[src/rtl/alien_laser_ctrl_pkg.sv]
// Shared constants, slot-state encoding and small geometry helpers for the alien laser controller.
`timescale 1ns/1ps
package alien_laser_ctrl_pkg;

  localparam int NUM_LASERS = 3;
  localparam int COORD_W    = 10;

  localparam logic [9:0] LASER_SPEED   = 10'd4;
  localparam logic [9:0] LASER_HEIGHT  = 10'd10;
  localparam logic [9:0] SCREEN_BOTTOM = 10'd480;
  localparam logic [9:0] PARK_X        = 10'd0;
  localparam logic [9:0] PARK_Y        = 10'd0;
  localparam logic [9:0] SHIP_Y        = 10'd440;
  localparam logic [9:0] SHIP_W        = 10'd32;
  localparam logic [9:0] SHIP_H        = 10'd16;
  localparam logic [7:0] FIRE_COOLDOWN = 8'd30;
  localparam logic [7:0] LFSR_SEED     = 8'hA5;

  typedef enum logic {
    SLOT_IDLE   = 1'b0,
    SLOT_ACTIVE = 1'b1
  } slot_state_e;

  // 11-bit sum so a bolt near the top of the 10-bit range cannot wrap past the bottom test.
  function automatic logic reaches_bottom(input logic [9:0] y);
    return ({1'b0, y} + {1'b0, LASER_SPEED} + {1'b0, LASER_HEIGHT}) >= {1'b0, SCREEN_BOTTOM};
  endfunction

  function automatic logic in_ship_zone(input logic [9:0] x, input logic [9:0] y,
                                        input logic [9:0] ship_x);
    logic [10:0] tip;
    tip = {1'b0, y} + {1'b0, LASER_HEIGHT};
    return (tip >= {1'b0, SHIP_Y}) && (tip < ({1'b0, SHIP_Y} + {1'b0, SHIP_H})) &&
           ({1'b0, x} >= {1'b0, ship_x}) && ({1'b0, x} < ({1'b0, ship_x} + {1'b0, SHIP_W}));
  endfunction

  function automatic logic [NUM_LASERS-1:0] lowest_set(input logic [NUM_LASERS-1:0] v);
    return v & (~v + {{(NUM_LASERS-1){1'b0}}, 1'b1});
  endfunction

endpackage

[src/rtl/alien_laser_ctrl_lfsr8.sv]
// 8-bit Fibonacci LFSR (x^8+x^6+x^5+x^4+1) that jitters the alien fire cooldown.
`timescale 1ns/1ps
module lfsr8
  import alien_laser_ctrl_pkg::*;
(
  input  logic       clk,
  input  logic       rst,
  output logic [7:0] q
);

  logic [7:0] q_q;

  always_ff @(posedge clk) begin
    if (rst) q_q <= LFSR_SEED;
    else     q_q <= {q_q[6:0], q_q[7] ^ q_q[5] ^ q_q[4] ^ q_q[3]};
  end

  assign q = q_q;

endmodule

[src/rtl/alien_laser_ctrl.sv]
// Alien laser bolt controller: launches, moves and retires three bolt slots.
// Optional ship collision is enabled by defining ALIEN_LASER_SHIP_HIT_EN.
`timescale 1ns/1ps
module alien_laser_ctrl
  import alien_laser_ctrl_pkg::*;
(
  input  logic        clk,
  input  logic        rst,
  input  logic        mode,
  input  logic        restart,
  input  logic        tick,
  input  logic [9:0]  originX,
  input  logic [9:0]  originY,
  input  logic        originValid,
  input  logic [11:0] alienLaserHit,
  input  logic [9:0]  shipX,
  output logic [29:0] alienLaserXcoord,
  output logic [29:0] alienLaserYcoord,
  output logic [2:0]  laserActive,
  output logic        fireAck,
  output logic        shipHit
);

  logic [7:0]            lfsr_q;
  logic [7:0]            cd_q, cd_d;
  logic                  fire_ack_q, ship_hit_q;
  logic                  clear_all, launch;
  logic [NUM_LASERS-1:0] idle_vec, launch_sel, ship_strike;
  logic                  unused_ok;

  lfsr8 u_lfsr (
    .clk (clk),
    .rst (rst),
    .q   (lfsr_q)
  );

  // mode low or a restart pulse behaves like a game reset, except the LFSR keeps running.
  assign clear_all  = !mode || restart;
  assign launch_sel = lowest_set(idle_vec);
  assign launch     = !clear_all && (cd_q == 8'd0) && originValid && (|idle_vec);

  for (genvar g = 0; g < NUM_LASERS; g++) begin : g_slot
    slot_state_e state_q;
    logic [9:0]  x_q, y_q;

`ifdef ALIEN_LASER_SHIP_HIT_EN
    assign ship_strike[g] = (state_q == SLOT_ACTIVE) && !alienLaserHit[g] &&
                            in_ship_zone(x_q, y_q, shipX);
`else
    assign ship_strike[g] = 1'b0;
`endif

    always_ff @(posedge clk) begin
      if (rst || clear_all) begin
        state_q <= SLOT_IDLE;
        x_q     <= PARK_X;
        y_q     <= PARK_Y;
      end else if (state_q == SLOT_IDLE) begin
        if (launch && launch_sel[g]) begin
          state_q <= SLOT_ACTIVE;
          x_q     <= originX;
          y_q     <= originY;
        end
      end else if (alienLaserHit[g] || ship_strike[g] || (tick && reaches_bottom(y_q))) begin
        state_q <= SLOT_IDLE;
        x_q     <= PARK_X;
        y_q     <= PARK_Y;
      end else if (tick) begin
        y_q <= y_q + LASER_SPEED;
      end
    end

    assign idle_vec[g]                  = (state_q == SLOT_IDLE);
    assign laserActive[g]               = (state_q == SLOT_ACTIVE);
    assign alienLaserXcoord[10*g +: 10] = x_q;
    assign alienLaserYcoord[10*g +: 10] = y_q;
  end

  always_comb begin
    cd_d = cd_q;
    if (launch)                     cd_d = FIRE_COOLDOWN + {4'b0, lfsr_q[3:0]};
    else if (tick && cd_q != 8'd0)  cd_d = cd_q - 8'd1;
  end

  always_ff @(posedge clk) begin
    if (rst || clear_all) begin
      cd_q       <= FIRE_COOLDOWN;
      fire_ack_q <= 1'b0;
      ship_hit_q <= 1'b0;
    end else begin
      cd_q       <= cd_d;
      fire_ack_q <= launch;
      ship_hit_q <= |ship_strike;
    end
  end

  assign fireAck = fire_ack_q;
  assign shipHit = ship_hit_q;

`ifdef ALIEN_LASER_SHIP_HIT_EN
  assign unused_ok = ^{alienLaserHit[11:3], lfsr_q[7:4]};
`else
  assign unused_ok = ^{alienLaserHit[11:3], lfsr_q[7:4], shipX};
`endif

endmodule
[config.mk]
export PLATFORM = sky130hd
export DESIGN_NAME = alien_laser_ctrl
export DESIGN_NICKNAME = d
export VERILOG_FILES = /design/src/rtl/alien_laser_ctrl_pkg.sv /design/src/rtl/alien_laser_ctrl_lfsr8.sv /design/src/rtl/alien_laser_ctrl.sv
export SDC_FILE = /design/constraint.sdc
export NUM_CORES = 1
export LEC_CHECK = 0
export ABC_CLOCK_PERIOD_IN_PS = 3700
export CAP_MARGIN = 20
export CORE_MARGIN = 10
export CORE_UTILIZATION = 30
export DETAILED_ROUTE_END_ITERATION = 12
export PLACE_DENSITY = 0.62
export REMOVE_ABC_BUFFERS = 1
export SLEW_MARGIN = 5
export SYNTH_ARGS = -nofsm -noshare
export SYNTH_HDL_FRONTEND = slang
export SYNTH_SLANG_ARGS = --single-unit
[constraint.sdc]
create_clock -name clk -period 3.7 [get_ports clk]
set_input_delay 0.74 -clock clk [delete_from_list [all_inputs] [get_ports clk]]
set_output_delay 0.74 -clock clk [all_outputs]
set_load 0.05 [all_outputs]
# == Word-level counts from Yosys, hierarchy flattened ==
# Index checks and enable logic that the tools add are counted.
# totals
reg_bits,80
output_inout_bits,65
elab_cells,103
# classes
add_sub_neg,12
magnitude_cmp,3
n_eq_ne,6
muxes,32
bitwise_logic,8
reduce_logical,30
# op_table
cell,count
2-to-1 mux 10 bit,21
adder 10 x 3 -> 11 bit (second input constant),3
adder 11 x 4 -> 11 bit (second input constant),3
>= comparator 11 x 9 -> 1 bit (second input constant),3
adder 10 x 3 -> 10 bit (second input constant),3
2-to-1 mux 8 bit,2
AND reduction 2 bit,6
logical AND 1 bit,10
2-to-1 mux 1 bit,9
inequality test 3 x 2 -> 1 bit (second input constant),3
logical NOT 8 bit,1
nonzero test 2 bit,4
nonzero test 8 bit,1
subtractor 8 x 1 -> 8 bit (second input constant),1
adder 5 x 4 -> 6 bit (first input constant),1
inequality test 2 x 1 -> 1 bit (second input constant),3
logical OR 1 bit,5
adder 3 x 1 -> 3 bit (second input constant),1
bitwise AND 3 bit,1
inverter 1 bit,3
inverter 3 bit,1
OR reduction 3 bit,1
bitwise XOR 1 bit,3
logical NOT 1 bit,2

# == Longest topological paths before layout ==
# Gate-level depths: netlist of run 1.
# depth
word_depth,9
ltp_mapped,9
ltp_nobuf,8

# == By module ==
# From an unflattened synthesis of run 1, not the netlist that was laid out.
# unflattened
hier_cells,464
area_unflattened_um2,4051.4
# by_module_without_submodules
mod,instances,cells_each,area_each_um2,seq_area_each_um2
alien_laser_ctrl,1,445,3814.9,1441.4
lfsr8,1,19,236.5,160.2

# == Worst setup path after synthesis of run 1 ==
# No wires, ideal clock.
# synth_timing
path_kind,reg2reg
startpoint,register g_slot[1].y_q[2]
endpoint,register g_slot[1].x_q[0]
setup_time_ns,0.117
arrival_time_ns,2.578
required_ns,3.583
path_slack_ns,1.005
path_stages_with_launch,10
path_cell_list,dfxtp_1 > inv_1 > ha_1 > a21boi_0 > or4b_1 > a21oi_2 > nor3_4 > o21a_1 > buf_6 > a22o_1
# synth_via
elab_chain_len,7
# synth_lines
element,line,source
"start, declared",alien_laser_ctrl.sv:44,"logic [9:0] x_q, y_q;"
"start signal, assigned",alien_laser_ctrl.sv:62,y_q <= originY;
"start signal, assigned",alien_laser_ctrl.sv:69,y_q <= y_q + LASER_SPEED;
adder 10 x 3 -> 11 bit,alien_laser_ctrl_pkg.sv:26,"return ({1'b0, y} + {1'b0, LASER_SPEED} + {1'b0, LASER_HEIGHT}) >= {1'b0, SCREEN_BOTTOM};"
adder 11 x 4 -> 11 bit,alien_laser_ctrl_pkg.sv:26,
>= comparator 11 x 9 -> 1 bit,alien_laser_ctrl_pkg.sv:26,
logical AND 1 bit,alien_laser_ctrl.sv:64,end else if (alienLaserHit[g] || ship_strike[g] || (tick && reaches_bottom(y_q))) begin
logical OR 1 bit,alien_laser_ctrl.sv:64,
inequality test 2 x 1 -> 1 bit (no line),-,
AND reduction 2 bit (no line),-,
"end signal, assigned",alien_laser_ctrl.sv:61,x_q <= originX;
"end, declared",alien_laser_ctrl.sv:44,
# Every way passes these cells.
# A chain may end at the register's enable or synchronous reset.

# == Worst setup path after layout of run 1 ==
# layout_timing
startpoint,register g_slot[2].y_q[2]
endpoint,register g_slot[2].x_q[7]
# layout_via
elab_chain_len,7
# layout_lines
element,line
"start, declared",alien_laser_ctrl.sv:44
"start signal, assigned",alien_laser_ctrl.sv:62
"start signal, assigned",alien_laser_ctrl.sv:69
adder 10 x 3 -> 11 bit,alien_laser_ctrl_pkg.sv:26
adder 11 x 4 -> 11 bit,alien_laser_ctrl_pkg.sv:26
>= comparator 11 x 9 -> 1 bit,alien_laser_ctrl_pkg.sv:26
logical AND 1 bit,alien_laser_ctrl.sv:64
logical OR 1 bit,alien_laser_ctrl.sv:64
inequality test 2 x 1 -> 1 bit (no line),-
AND reduction 2 bit (no line),-
"end signal, assigned",alien_laser_ctrl.sv:61
"end, declared",alien_laser_ctrl.sv:44
# Every way passes these cells.

==> results of run 1 <==
[sequential cells by signal (all words and copies together) (netlist names)]
register and count:
g_slot.y_q 30, cd_q 8, g_slot.state_q 3, g_slot.x_q 30
fireAck 1, u_lfsr.q 8
[metal layers]
metal	wire length (microns)	up-vias	part of all wire [%]
met5	0	-	0
met4	202	0	1.6
met3	976	12	7.8
met2	5880	134	47
met1	5470	1836	44
li1	-	1840	-
[cells in the final DEF (no fill, tap or decap), drive strengths merged, types with 4 or more instances in the layout]
cell and n:
clkdlybuf4s50 92, dfxtp 80, a22o 37, inv 26, nand3 25, nand2 23, nor2 23, o21ai 22
a21oi 18, nor3 16, ha 15, a211oi 10, clkbuf 9, buf 9, o21a 7, or2 7
nand2b 7, nor4 7, xnor2 6, nand4 6, nor2b 5, a21o 5, a31oi 5, o211ai 5
a32oi 4, a221oi 4, and3 4, or3 4, a21boi 4
[worst max-delay path, cell delays in order (launching register included)]
cell,delay [ps]
dfxtp_1,380
inv_1,120
ha_1,210
a21boi_0,420
o22a_1,260
o32ai_2,130
nor4_4,510
o21a_1,560
a22o_1,220
[kinds of logic after synthesis]
logic type	after synthesis	synth area share, %
simple gates	147	21.2
fa+ha+maj	15	4.61
other cells	1	0.0922
compound gates	143	26.3
xor+xnor	9	1.94
mux	4	1.11
flops	80	39.4
buf+inv	46	5.35
[final cells by class]
type	count	area, sq um	share of cell area, %
Inverter	21	78.8	1.44
Clock buffer	9	225	4.12
Timing Repair Buffer	101	988	18.1
Tap cell	176	220	4.03
Clock inverter	7	83.8	1.53
Sequential cell	80	1600	29.3
Multi-Input combinational cell	319	2260	41.5
[power by group through the flow]
stage	clock [W]	sequential [W]	combinational, W
after floorplan	0	0.000893	0.0000353
after global placement	0	0.000894	0.0000930
after detailed placement	0	0.000894	0.0000941
after CTS	0.000948	0.000874	0.0000947
after global routing	0.000989	0.000875	0.000104
final	0.000930	0.000874	0.0000944
[final timing paths]
path | start | to | slack [ps] | cells past startpoint
setup / recovery | g_slot[2].y_q[2]$_SDFFE_PP0P_ | g_slot[2].x_q[7]$_SDFFE_PP0P_ | 830 | 8
setup reg to reg | g_slot[2].y_q[2]$_SDFFE_PP0P_ | g_slot[2].x_q[7]$_SDFFE_PP0P_ | 830 | 8
hold reg to reg | u_lfsr.q[6]$_SDFF_PP0_ | u_lfsr.q[7]$_SDFF_PP1_ | 410 | 1
hold / removal | u_lfsr.q[6]$_SDFF_PP0_ | u_lfsr.q[7]$_SDFF_PP1_ | 410 | 1
[stage by stage]
stage,worst slack (ps),util [%],total power (W)
finish,830,41.3,0.00190
global route,554,41.3,0.00197
CTS,852,41.3,0.00192
detailed placement,622,38.9,0.000988
global placement,646,38.9,0.000987
floorplan,723,-,0.000928
==> flow_summary.toml, run 1 <==
[outcome]
run_status = "finished, final reports clean"

[global_route]
grt_pass1_vias = 3621
grtUsageMet1_pct = 17.6
grt.total_usage_pct = 13.6
globalRoute.busiestLayer = "met2"
grt_pass1_wl_mm = 20.2
antenna_found_initial = 0
grt_max_degree = 18
met3_usage_pct = 3.76
grt_use_met2_pct = 21.2
gr-total-overflow = 0

[cts]
cts_setup_buffers = 0
cts_sinks = 80
cts-buffers-inserted = 9
root_buffer = "clkbuf_16"
ctsHoldBuffers = 0
cts_resized = 0
clkTransAtPathRegs_ps = 70
cts_tree = "yes"
clock_path_buffers = 2
clock_latency_ps = 340
cts_max_level = 3

[synth]
syn_inst = 445
synth_ff_type = "dfxtp_1"
synth_edf_count = 0
ys_ff_latch = 80
synth_seq_area_share_pct = 39.4
synth.avg_cell_area_sq_um = 9.14
synthArstFlopShare_pct = 0
synthTopCellsByCount = "dfxtp_1, a22o_1, nand3_1, nand2_1, nor2_1"
synth_area_leader_cell = "dfxtp_1"
netlist.area_leader.share_pct = 39.4
synthDistinctLibCells = 76
syn-cell-area_sq_mm = 0.00407
ys_warn_count = 0
synthTopCellsByArea = "dfxtp_1, a22o_1, ha_1, nand3_1, o21ai_0"
yosysMostFrequentCell = "dfxtp_1"

[final_layout]
final_area_sq_mm = 0.00546
final_nets = 595
antennaDiodeCount = 0
drive_above_1_share_pct = 9.87
fillers = 1317
syn2layout_area_growth_pct = 34.3
fin_cells = 713

[power]
internal_power_w = 0.00145
power.density_mw_per_mm2 = 348
switching_share_pct = 23.5
combPwrFrac_pct = 5.0
ir_drop_v = 0.000253
p_sw_w = 0.000446
p_clk_share_pct = 49.0
leakage_nw = 1.90
power_frac_seq_pct = 46.1

[sta]
drv_slew = 0
fmax_mhz = 348
setup_viol_count_final = 0
fin_setup_tns_ps = 0
fin_crit_ps = 2870
hold_viol = 0
rsz0062_at_grt = "no"
slew_headroom_pct = 56.6
whs_ps = 413
clock_skew_ps = 6.86
post-route-period-util_pct = 77.6
tightest_slew_ps = 650

[run]
maxCapViolCount = 0

[die]
die_h_microns = 136
start_util_pct = 30.7
rows = 42
dieArea_sq_mm = 0.0186
die_w_microns = 136
core-area_sq_mm = 0.0132
io_pins = 113

[drt]
routedWlPerCell_microns = 17.6
via_count = 3822
vias_per_cell = 5.36
ant_nets = 0
dr.pass1.iters = 5
drcViolationCount = 0
wirelength_mm = 12.5
detail_route.iter0.violations = 419

[placement]
gp_congestion = 0.846
place_inst = 697
dpl-instance-area_sq_mm = 0.00515
place_hpwl_mm = 9.42
port_buffers = 92

[worst_setup_path]
path_class = "flip-flop to flip-flop"
worstSetupStartpointType = "flip-flop"
crit_arrival_ps = 3140
required_ps = 3970
worstPathMaxFanout = 12
end_kind = "flip-flop"

[min_path]
hold_path.class = "flip-flop to flip-flop"
Power figures use the tool's default switching activity.
==> run 2: changes to the inputs <==
--- a/config.mk
+++ b/config.mk
@@ -5,7 +5,7 @@
 export SDC_FILE = /design/constraint.sdc
 export NUM_CORES = 1
 export LEC_CHECK = 0
-export ABC_CLOCK_PERIOD_IN_PS = 3700
+export ABC_CLOCK_PERIOD_IN_PS = 2800
 export CAP_MARGIN = 20
 export CORE_MARGIN = 10
 export CORE_UTILIZATION = 30
==> constraint.sdc (replaced) <==
create_clock -name clk -period 2.8 [get_ports clk]
set_input_delay 0.56 -clock clk [delete_from_list [all_inputs] [get_ports clk]]
set_output_delay 0.56 -clock clk [all_outputs]
set_load 0.05 [all_outputs]
==> run 2 against run 1 <==
Effect of this change:
- first-iteration DRC count is 23% lower
- utilization increased by 0.96 points
- setup slack lost 510 ps
- clock skew rose by 1.6 ps
- cell count rose by 2.4%
- via count increased by 2.0%
==> flow_summary.toml, run 2 (same netlist as run 1, synthesis figures left out) <==
[sta]
post-route-period-util_pct = 88.6
fin_crit_ps = 2480
tightest_slew_ps = 644
rsz0062_at_grt = "no"
fmax_mhz = 403
clock_skew_ps = 8.45
slew_headroom_pct = 57.0
fin_setup_tns_ps = 0
drv_slew = 0
setup_viol_count_final = 0
hold_viol = 0

[drt]
wirelength_mm = 12.8
detail_route.iter0.violations = 321
dr.pass1.iters = 5
drcViolationCount = 0
via_count = 3897
vias_per_cell = 5.34
ant_nets = 0
routedWlPerCell_microns = 17.5

[die]
rows = 42
die_w_microns = 136
start_util_pct = 30.7
die_h_microns = 136
dieArea_sq_mm = 0.0186
core-area_sq_mm = 0.0132
io_pins = 113

[worst_setup_path]
worstPathCellList = "inv_1, ha_1, nor2b_1, nor3_1, mux2_2, nor4_4, o21a_2, a22o_1"
worstSetupStartpointType = "flip-flop"
max_stage_delay_ps = 430
r2r_setup_slack_ps = 320
crit_buf_inv = 1
cpLargestDelayFamily = "simple AND/OR/NAND/NOR gates"
required_ps = 3070
path_class = "flip-flop to flip-flop"
worstPathMaxFanout = 12
critPathLaunch = "g_slot[2].y_q[2]$_SDFFE_PP0P_"
cp_slowest_cell = "mux2_2"
crit_arrival_ps = 2750
end_kind = "flip-flop"
timing.rr.start = "g_slot[2].y_q[2]$_SDFFE_PP0P_"

[global_route]
grt_pass1_wl_mm = 20.4
grt.total_usage_pct = 13.6
grt_pass1_vias = 3812
antenna_found_initial = 0
gr-total-overflow = 0
grt_max_degree = 28

[power]
finalPower_w = 0.00244
ir_drop_v = 0.000230
power.density_mw_per_mm2 = 436
leakage_nw = 1.99

[cts]
cts-buffers-inserted = 9
cts_max_level = 3
cts_tree = "yes"
clock_latency_ps = 330
cts_sinks = 80
cts_setup_buffers = 0
ctsHoldBuffers = 0
clkTransAtPathRegs_ps = 60
root_buffer = "clkbuf_16"
clock_path_buffers = 2

[outcome]
run_status = "finished, final reports clean"

[final_layout]
syn2layout_area_growth_pct = 37.4
final_cell_mix = "clkdlybuf4s50_1, dfxtp_1, a22o_1, buf_4, nand3_1"
antennaDiodeCount = 0
drive_above_1_share_pct = 12.6
final_common_cell = "clkdlybuf4s50_1"
reg.largest.list = "g_slot.x_q: 30 flops, g_slot.y_q: 30 flops"
final_nets = 613
final_area_sq_mm = 0.00559

[placement]
gp_congestion = 0.829
port_buffers = 92
place_hpwl_mm = 9.64
dpl-instance-area_sq_mm = 0.00530

[run]
maxCapViolCount = 0

[min_path]
hold_path.class = "flip-flop to flip-flop"
min_from = "u_lfsr.q[6]$_SDFF_PP0_"
-- run 2: cell count changes in the layout (fill, tap and decap cells not counted), sizes merged --
cell	change
clkinv	+3
buf	+18
inv	-5
clkbuf	+2
clkinvlp	-1
-- run 2: repair_timing --
item | CTS | global route
resized for setup | 0 | 1
setup endpoints to repair | 0 | 12
hold endpoints to repair | 0 | 0
-- run 2: report_power, final --
group / switching (W) / internal (W)
logic: 0.0000668 / 0.0000637
clock network: 0.000448 / 0.000706
registers: 0.00000560 / 0.00115
-- run 2: per-stage QoR --
stage | util, % | setup WS, ps | hold slack (ps) | instances
floorplan | - | 3.36 | 389 | 420
global placement | 40.0 | 176 | 396 | 715
detailed placement | 40.0 | 125 | 413 | 715
CTS | 42.2 | 135 | 429 | 730
global route | 42.2 | 40.8 | 444 | 730
finish | 42.2 | 320 | 420 | 730
-- run 2: routing by layer --
metal,vias to the layer above,track usage (%),part of all wire (%)
met4,0,4.91,2.1
met3,18,3.25,7.6
met1,1853,17.4,43
li1,1878,-,-
met5,-,0,0
met2,148,21.8,47
-- run 2: area by class of cell --
| class | count | area, sq um |
|---|---|---|
| repair buffers | 119 | 1140 |
| flip-flops and latches | 80 | 1600 |
| clock buffers | 11 | 243 |
| multi-input cells | 319 | 2270 |
| fillers | 1319 | 7650 |
| clock inverters | 4 | 45.0 |
| well taps | 176 | 220 |
| inverters | 21 | 78.8 |
-- run 2: worst paths after layout --
path / cells after the start / end
max: 8 / g_slot[2].x_q[1]$_SDFFE_PP0P_
min: 1 / u_lfsr.q[7]$_SDFF_PP1_
max reg2reg: 8 / g_slot[2].x_q[1]$_SDFFE_PP0P_
min reg2reg: 1 / u_lfsr.q[7]$_SDFF_PP1_
==> run 3: changes to the inputs <==
--- a/config.mk
+++ b/config.mk
@@ -5,11 +5,12 @@
 export SDC_FILE = /design/constraint.sdc
 export NUM_CORES = 1
 export LEC_CHECK = 0
-export ABC_CLOCK_PERIOD_IN_PS = 2800
+export ABC_CLOCK_PERIOD_IN_PS = 2600
 export CAP_MARGIN = 20
 export CORE_MARGIN = 10
 export CORE_UTILIZATION = 30
 export DETAILED_ROUTE_END_ITERATION = 12
+export HOLD_SLACK_MARGIN = 0.1
 export PLACE_DENSITY = 0.62
 export REMOVE_ABC_BUFFERS = 1
 export SLEW_MARGIN = 5
==> constraint.sdc (replaced) <==
create_clock -name clk -period 2.6 [get_ports clk]
set_input_delay 0.52 -clock clk [delete_from_list [all_inputs] [get_ports clk]]
set_output_delay 0.52 -clock clk [all_outputs]
set_load 0.05 [all_outputs]
==> run 3 against run 2 <==
Effect of this change:
- first-iteration DRC count up 36%
- fmax is 4.3% higher
- via count increased by 0.28%
- sequential power increased by 7%
- utilization up 0.44 points
- worst hold slack lost 3.5 ps
- critical path type unchanged
- largest cell class unchanged
==> flow_summary.toml, run 3 (same netlist as run 1, synthesis figures left out) <==
[outcome]
run_status = "finished, final reports clean"

[worst_setup_path]
worstPathMaxFanout = 12
required_ps = 2820
end_kind = "flip-flop"
worstSetupStartpointType = "flip-flop"
crit_arrival_ps = 2600
path_class = "flip-flop to flip-flop"

[sta]
fmax_mhz = 421
rsz0062_at_grt = "no"
setup_viol_count_final = 0
hold_viol = 0
drv_slew = 0
fin_ws_ps = 222
slew_headroom_pct = 58.4
fin_setup_tns_ps = 0
fin_crit_ps = 2380
clock_skew_ps = 7.44
post-route-period-util_pct = 91.4
tightest_slew_ps = 623

[power]
power.density_mw_per_mm2 = 465
finalPower_w = 0.00263
leakage_nw = 2.02
ir_drop_v = 0.000247

[drt]
ant_nets = 0
detail_route.iter0.violations = 435
wirelength_mm = 13.1
drcViolationCount = 0
vias_per_cell = 5.31
routedWlPerCell_microns = 17.7
via_count = 3908
dr.pass1.iters = 4

[global_route]
grt_max_degree = 28
grt_use_met2_pct = 21.9
globalRoute.busiestLayer = "met2"
grtUsageMet1_pct = 18.4
met3_usage_pct = 4.39
grt_pass1_vias = 3848
gr-total-overflow = 0
antenna_found_initial = 0
grt_pass1_wl_mm = 21.1
grt.total_usage_pct = 14.3

[final_layout]
final_cell_mix = "clkdlybuf4s50_1, dfxtp_1, a22o_1, buf_4, nand3_1"
final_common_cell = "clkdlybuf4s50_1"
ff_latch_area_sq_mm = 0.00160
syn2layout_area_growth_pct = 38.8
fin_util_pct = 42.7
final_nets = 619
antennaDiodeCount = 0
multi_input_area_sq_mm = 0.00227
reg.largest.list = "g_slot.x_q: 30 flops, g_slot.y_q: 30 flops"
final_area_sq_mm = 0.00565
drive_above_1_share_pct = 13.4
fillers = 1326

[cts]
clock_latency_ps = 330
ctsHoldBuffers = 0
cts_resized = 0
cts_max_level = 3
cts_setup_buffers = 0
cts_sinks = 80
cts_tree = "yes"
root_buffer = "clkbuf_16"
cts-buffers-inserted = 9
clock_path_buffers = 2
clkTransAtPathRegs_ps = 60

[placement]
dpl-instance-area_sq_mm = 0.00536
place_hpwl_mm = 9.77
gp_congestion = 0.844
dpl_worst_slack_ps = 53.1
port_buffers = 92

[min_path]
hold_path.class = "flip-flop to flip-flop"

[die]
io_pins = 113
die_w_microns = 136
start_util_pct = 30.7
rows = 42
die_h_microns = 136
dieArea_sq_mm = 0.0186
core-area_sq_mm = 0.0132

[run]
maxCapViolCount = 0
-- run 3: cell count changes in the layout (fill, tap and decap cells not counted), sizes merged --
| cell | delta |
|---|---|
| buf | +6 |
| clkbuf | +1 |
| clkinv | -2 |
| clkinvlp | +1 |
-- run 3: critical path: stages, from the launching register on --
cell	delay, ps
dfxtp_1	320
inv_1	90
ha_1	200
a21boi_0	150
or4b_1	500
a21oi_2	260
nor3_4	60
o21a_1	370
a22o_1	310
-- run 3: metrics by stage --
| stage | hold slack (ps) | instances |
|---|---|---|
| after floorplan | 389 | 420 |
| after global placement | 396 | 721 |
| after detailed placement | 403 | 721 |
| after CTS | 421 | 736 |
| after global routing | 446 | 736 |
| final | 417 | 736 |
-- run 3: layout make-up --
class | count | area share, %
multi-input cells | 319 | 40.1
flip-flops and latches | 80 | 28.4
repair buffers | 125 | 21.1
clock buffers | 12 | 4.36
well taps | 176 | 3.90
inverters | 21 | 1.40
clock inverters | 3 | 0.753
-- run 3: power breakdown --
group          switching [W]  internal [W]  leakage, nW
registers         0.00000636       0.00124        0.647
logic              0.0000725     0.0000701         1.24
clock network       0.000477      0.000763        0.139
-- run 3: path summary, 6_finish.rpt --
path | startpoint | endpoint | slack, ps | cells past startpoint
max | g_slot[1].y_q[2]$_SDFFE_PP0P_ | g_slot[1].x_q[4]$_SDFFE_PP0P_ | 220 | 8
min | u_lfsr.q[6]$_SDFF_PP0_ | u_lfsr.q[7]$_SDFF_PP1_ | 420 | 1
max reg2reg | g_slot[1].y_q[2]$_SDFFE_PP0P_ | g_slot[1].x_q[4]$_SDFFE_PP0P_ | 220 | 8
min reg2reg | u_lfsr.q[6]$_SDFF_PP0_ | u_lfsr.q[7]$_SDFF_PP1_ | 420 | 1
-- run 3: routing by layer --
layer	routed length, microns	part of all wire, %
met4	255	2.0
met2	6040	46
met1	5760	44
met3	1000	7.7
met5	0	0
==> RTL change: new RTL, flow settings as in run 2 <==
The option `ALIEN_LASER_SHIP_HIT_EN` is turned on by a define.
--- a/src/rtl/alien_laser_ctrl.sv
+++ b/src/rtl/alien_laser_ctrl.sv
@@ -1,6 +1,8 @@
 // Alien laser bolt controller: launches, moves and retires three bolt slots.
 // Optional ship collision is enabled by defining ALIEN_LASER_SHIP_HIT_EN.
 `timescale 1ns/1ps
+`define ALIEN_LASER_SHIP_HIT_EN
+
 module alien_laser_ctrl
   import alien_laser_ctrl_pkg::*;
 (
Function: no difference found for any inputs over 10 cycles, from zero or initial values and one cycle with rst high; that may be too few to reach the edited logic, so the function may still have changed.
==> RTL change against run 2 <==
- worst setup slack got worse by 0.28 ns
- non-clock buffer count is 68 higher
- critical path depth rose by 3
- register-to-register slack worse by 0.23 ns
- combinational power is 130% higher
- die area is 36% higher
- sequential cell count is 1 higher
- cell count up 52%
- synthesized cell count increased by 55%
- cell area grew 50%
- wire length rose by 64%
- area after synthesis grew 42%
- total power is 6.3% higher
- critical path type is now input port to flop
==> RTL change: results <==
metrics = {
    "synth": {
        "synth.distinct_cells": 80,
        "yosysSeqAreaShare": 0.2797,
        "async_reset_ff_frac": 0,
        "ys_top_cells_by_area": "dfxtp_1 28%, ha_1 14%, nand2_1 4.1%",
        "synthCells": 688,
        "synth_commonest_cells": "81 x dfxtp_1, 67 x ha_1, 64 x nand2_1, 42 x inv_1, 39 x a21oi_1",
        "yosysWarnings": 0,
    },
    "placement": {
        "port_buffers": 103,
        "pre_cts_slack_ns": -0.9376,
        "hpwl_mm": 15.64,
        "place_area_um2": 7559,
        "placed_cells": 1093,
        "place_congestion": 0.9343,
    },
    "clock_tree": {
        "clk_pin_slew_ns": 0.07,
        "cts_max_path_buffers": 2,
        "cts_max_level": 3,
        "clock_latency_ns": 0.35,
        "root_buffer": "clkbuf_16",
        "cts_made_buffers": 9,
    },
    "route": {
        "post_drt_wl_per_cell_um": 18.77,
        "first_pass_iters": 5,
        "vias_per_cell": 5.316,
        "num_vias": 5911,
        "drt_iter0_markers": 440,
    },
    "finish": {
        "fillers": 1829,
        "nets": 963,
        "reg_top3": "g_slot.x_q (30), g_slot.y_q (30)",
        "n_antenna_cell": 0,
        "drive_above_1_share": 0.2254,
    },
    "global_routing": {
        "grt_pass1_wl_mm": 32.19,
        "grt_max_degree": 24,
        "grt_pass1_vias": 5721,
        "antenna_found_initial": 0,
        "grtUsageTotal": 0.1562,
    },
    "critical_path": {
        "reg2reg_slack_ns": 0.09,
        "crit_arrival_ns": 3.00,
        "critPathMaxFanout": 6,
    },
    "pwr": {
        "ir_drop_v": 0.0002911,
        "leakage_nw": 3.098,
        "swShare": 0.2539,
    },
    "timing": {
        "slew_headroom": 0.5840,
        "postLayoutSetupSlackWorst_ns": 0.04019,
        "skew_ns": 0.01104,
        "holdWs_ns": 0.4069,
    },
    "outcome": {
        "status": "finished, final reports clean",
    },
    "min_path": {
        "hold_class": "flop to flop",
    },
}
-- RTL change: path summary, 6_finish.rpt --
| path | startpoint | end | cells past startpoint |
|---|---|---|---|
| setup reg to reg | g_slot[1].y_q[2]$_SDFFE_PP0P_ | g_slot[1].x_q[7]$_SDFFE_PP0P_ | 9 |
| hold / removal | u_lfsr.q[6]$_SDFF_PP0_ | u_lfsr.q[7]$_SDFF_PP1_ | 1 |
| setup / recovery | shipX[2] | g_slot[2].y_q[1]$_SDFFE_PP0P_ | 11 |
| hold reg to reg | u_lfsr.q[6]$_SDFF_PP0_ | u_lfsr.q[7]$_SDFF_PP1_ | 1 |
-- RTL change: cells by family after synthesis --
family,after synthesis,share of synthesized area
AOI/OAI and AO/OA,208,0.2652
xor gates and xnor gates,21,0.03172
adders and majority gates,67,0.1446
buffers and inverters,85,0.06862
DFF,81,0.2797
and+or+nand+nor,226,0.2102
-- RTL change: repair_timing --
item	in CTS	in global routing
setup buffers	3	2
hold buffers	0	0
endpoints found under the setup margin	64	61
resized for setup	47	59
pin swaps	24	43
cloned	1	2
-- RTL change: per-layer routing --
metal	global-route usage	up-vias	share of wire
li1	-	2896	-
met1	0.1950	2809	0.45
met2	0.2574	170	0.47
met3	0.03692	36	0.050
met4	0.05307	0	0.027
met5	0	-	0
-- RTL change: critical path, stage by stage --
cell	delay (ns)
clkdlybuf4s50_1	0.45
inv_1	0.08
buf_4	0.15
ha_1	0.33
a21oi_1	0.18
a21oi_1	0.13
o221ai_1	0.20
nand4_1	0.16
or2_4	0.31
and3_4	0.22
a22o_1	0.24
-- RTL change: area by class of cell --
| cell class | count | area [um2] | share of cell area |
|---|---|---|---|
| Timing Repair Buffer | 187 | 1693 | 0.2019 |
| Clock buffer | 11 | 242.7 | 0.02895 |
| Tap cell | 260 | 325.3 | 0.03879 |
| Multi-Input combinational cell | 524 | 4304 | 0.5133 |
| Clock inverter | 4 | 30.03 | 0.003581 |
| Sequential cell | 81 | 1622 | 0.1934 |
| Inverter | 45 | 168.9 | 0.02014 |
-- RTL change: power by group through the flow --
stage / combinational (mW) / sequential [mW] / clock, mW
after floorplan: 0.105 / 1.19 / 0
after detailed placement: 0.264 / 1.20 / 0
after global placement: 0.262 / 1.20 / 0
after CTS: 0.278 / 1.17 / 1.14
after global routing: 0.330 / 1.17 / 1.20
final: 0.305 / 1.17 / 1.12
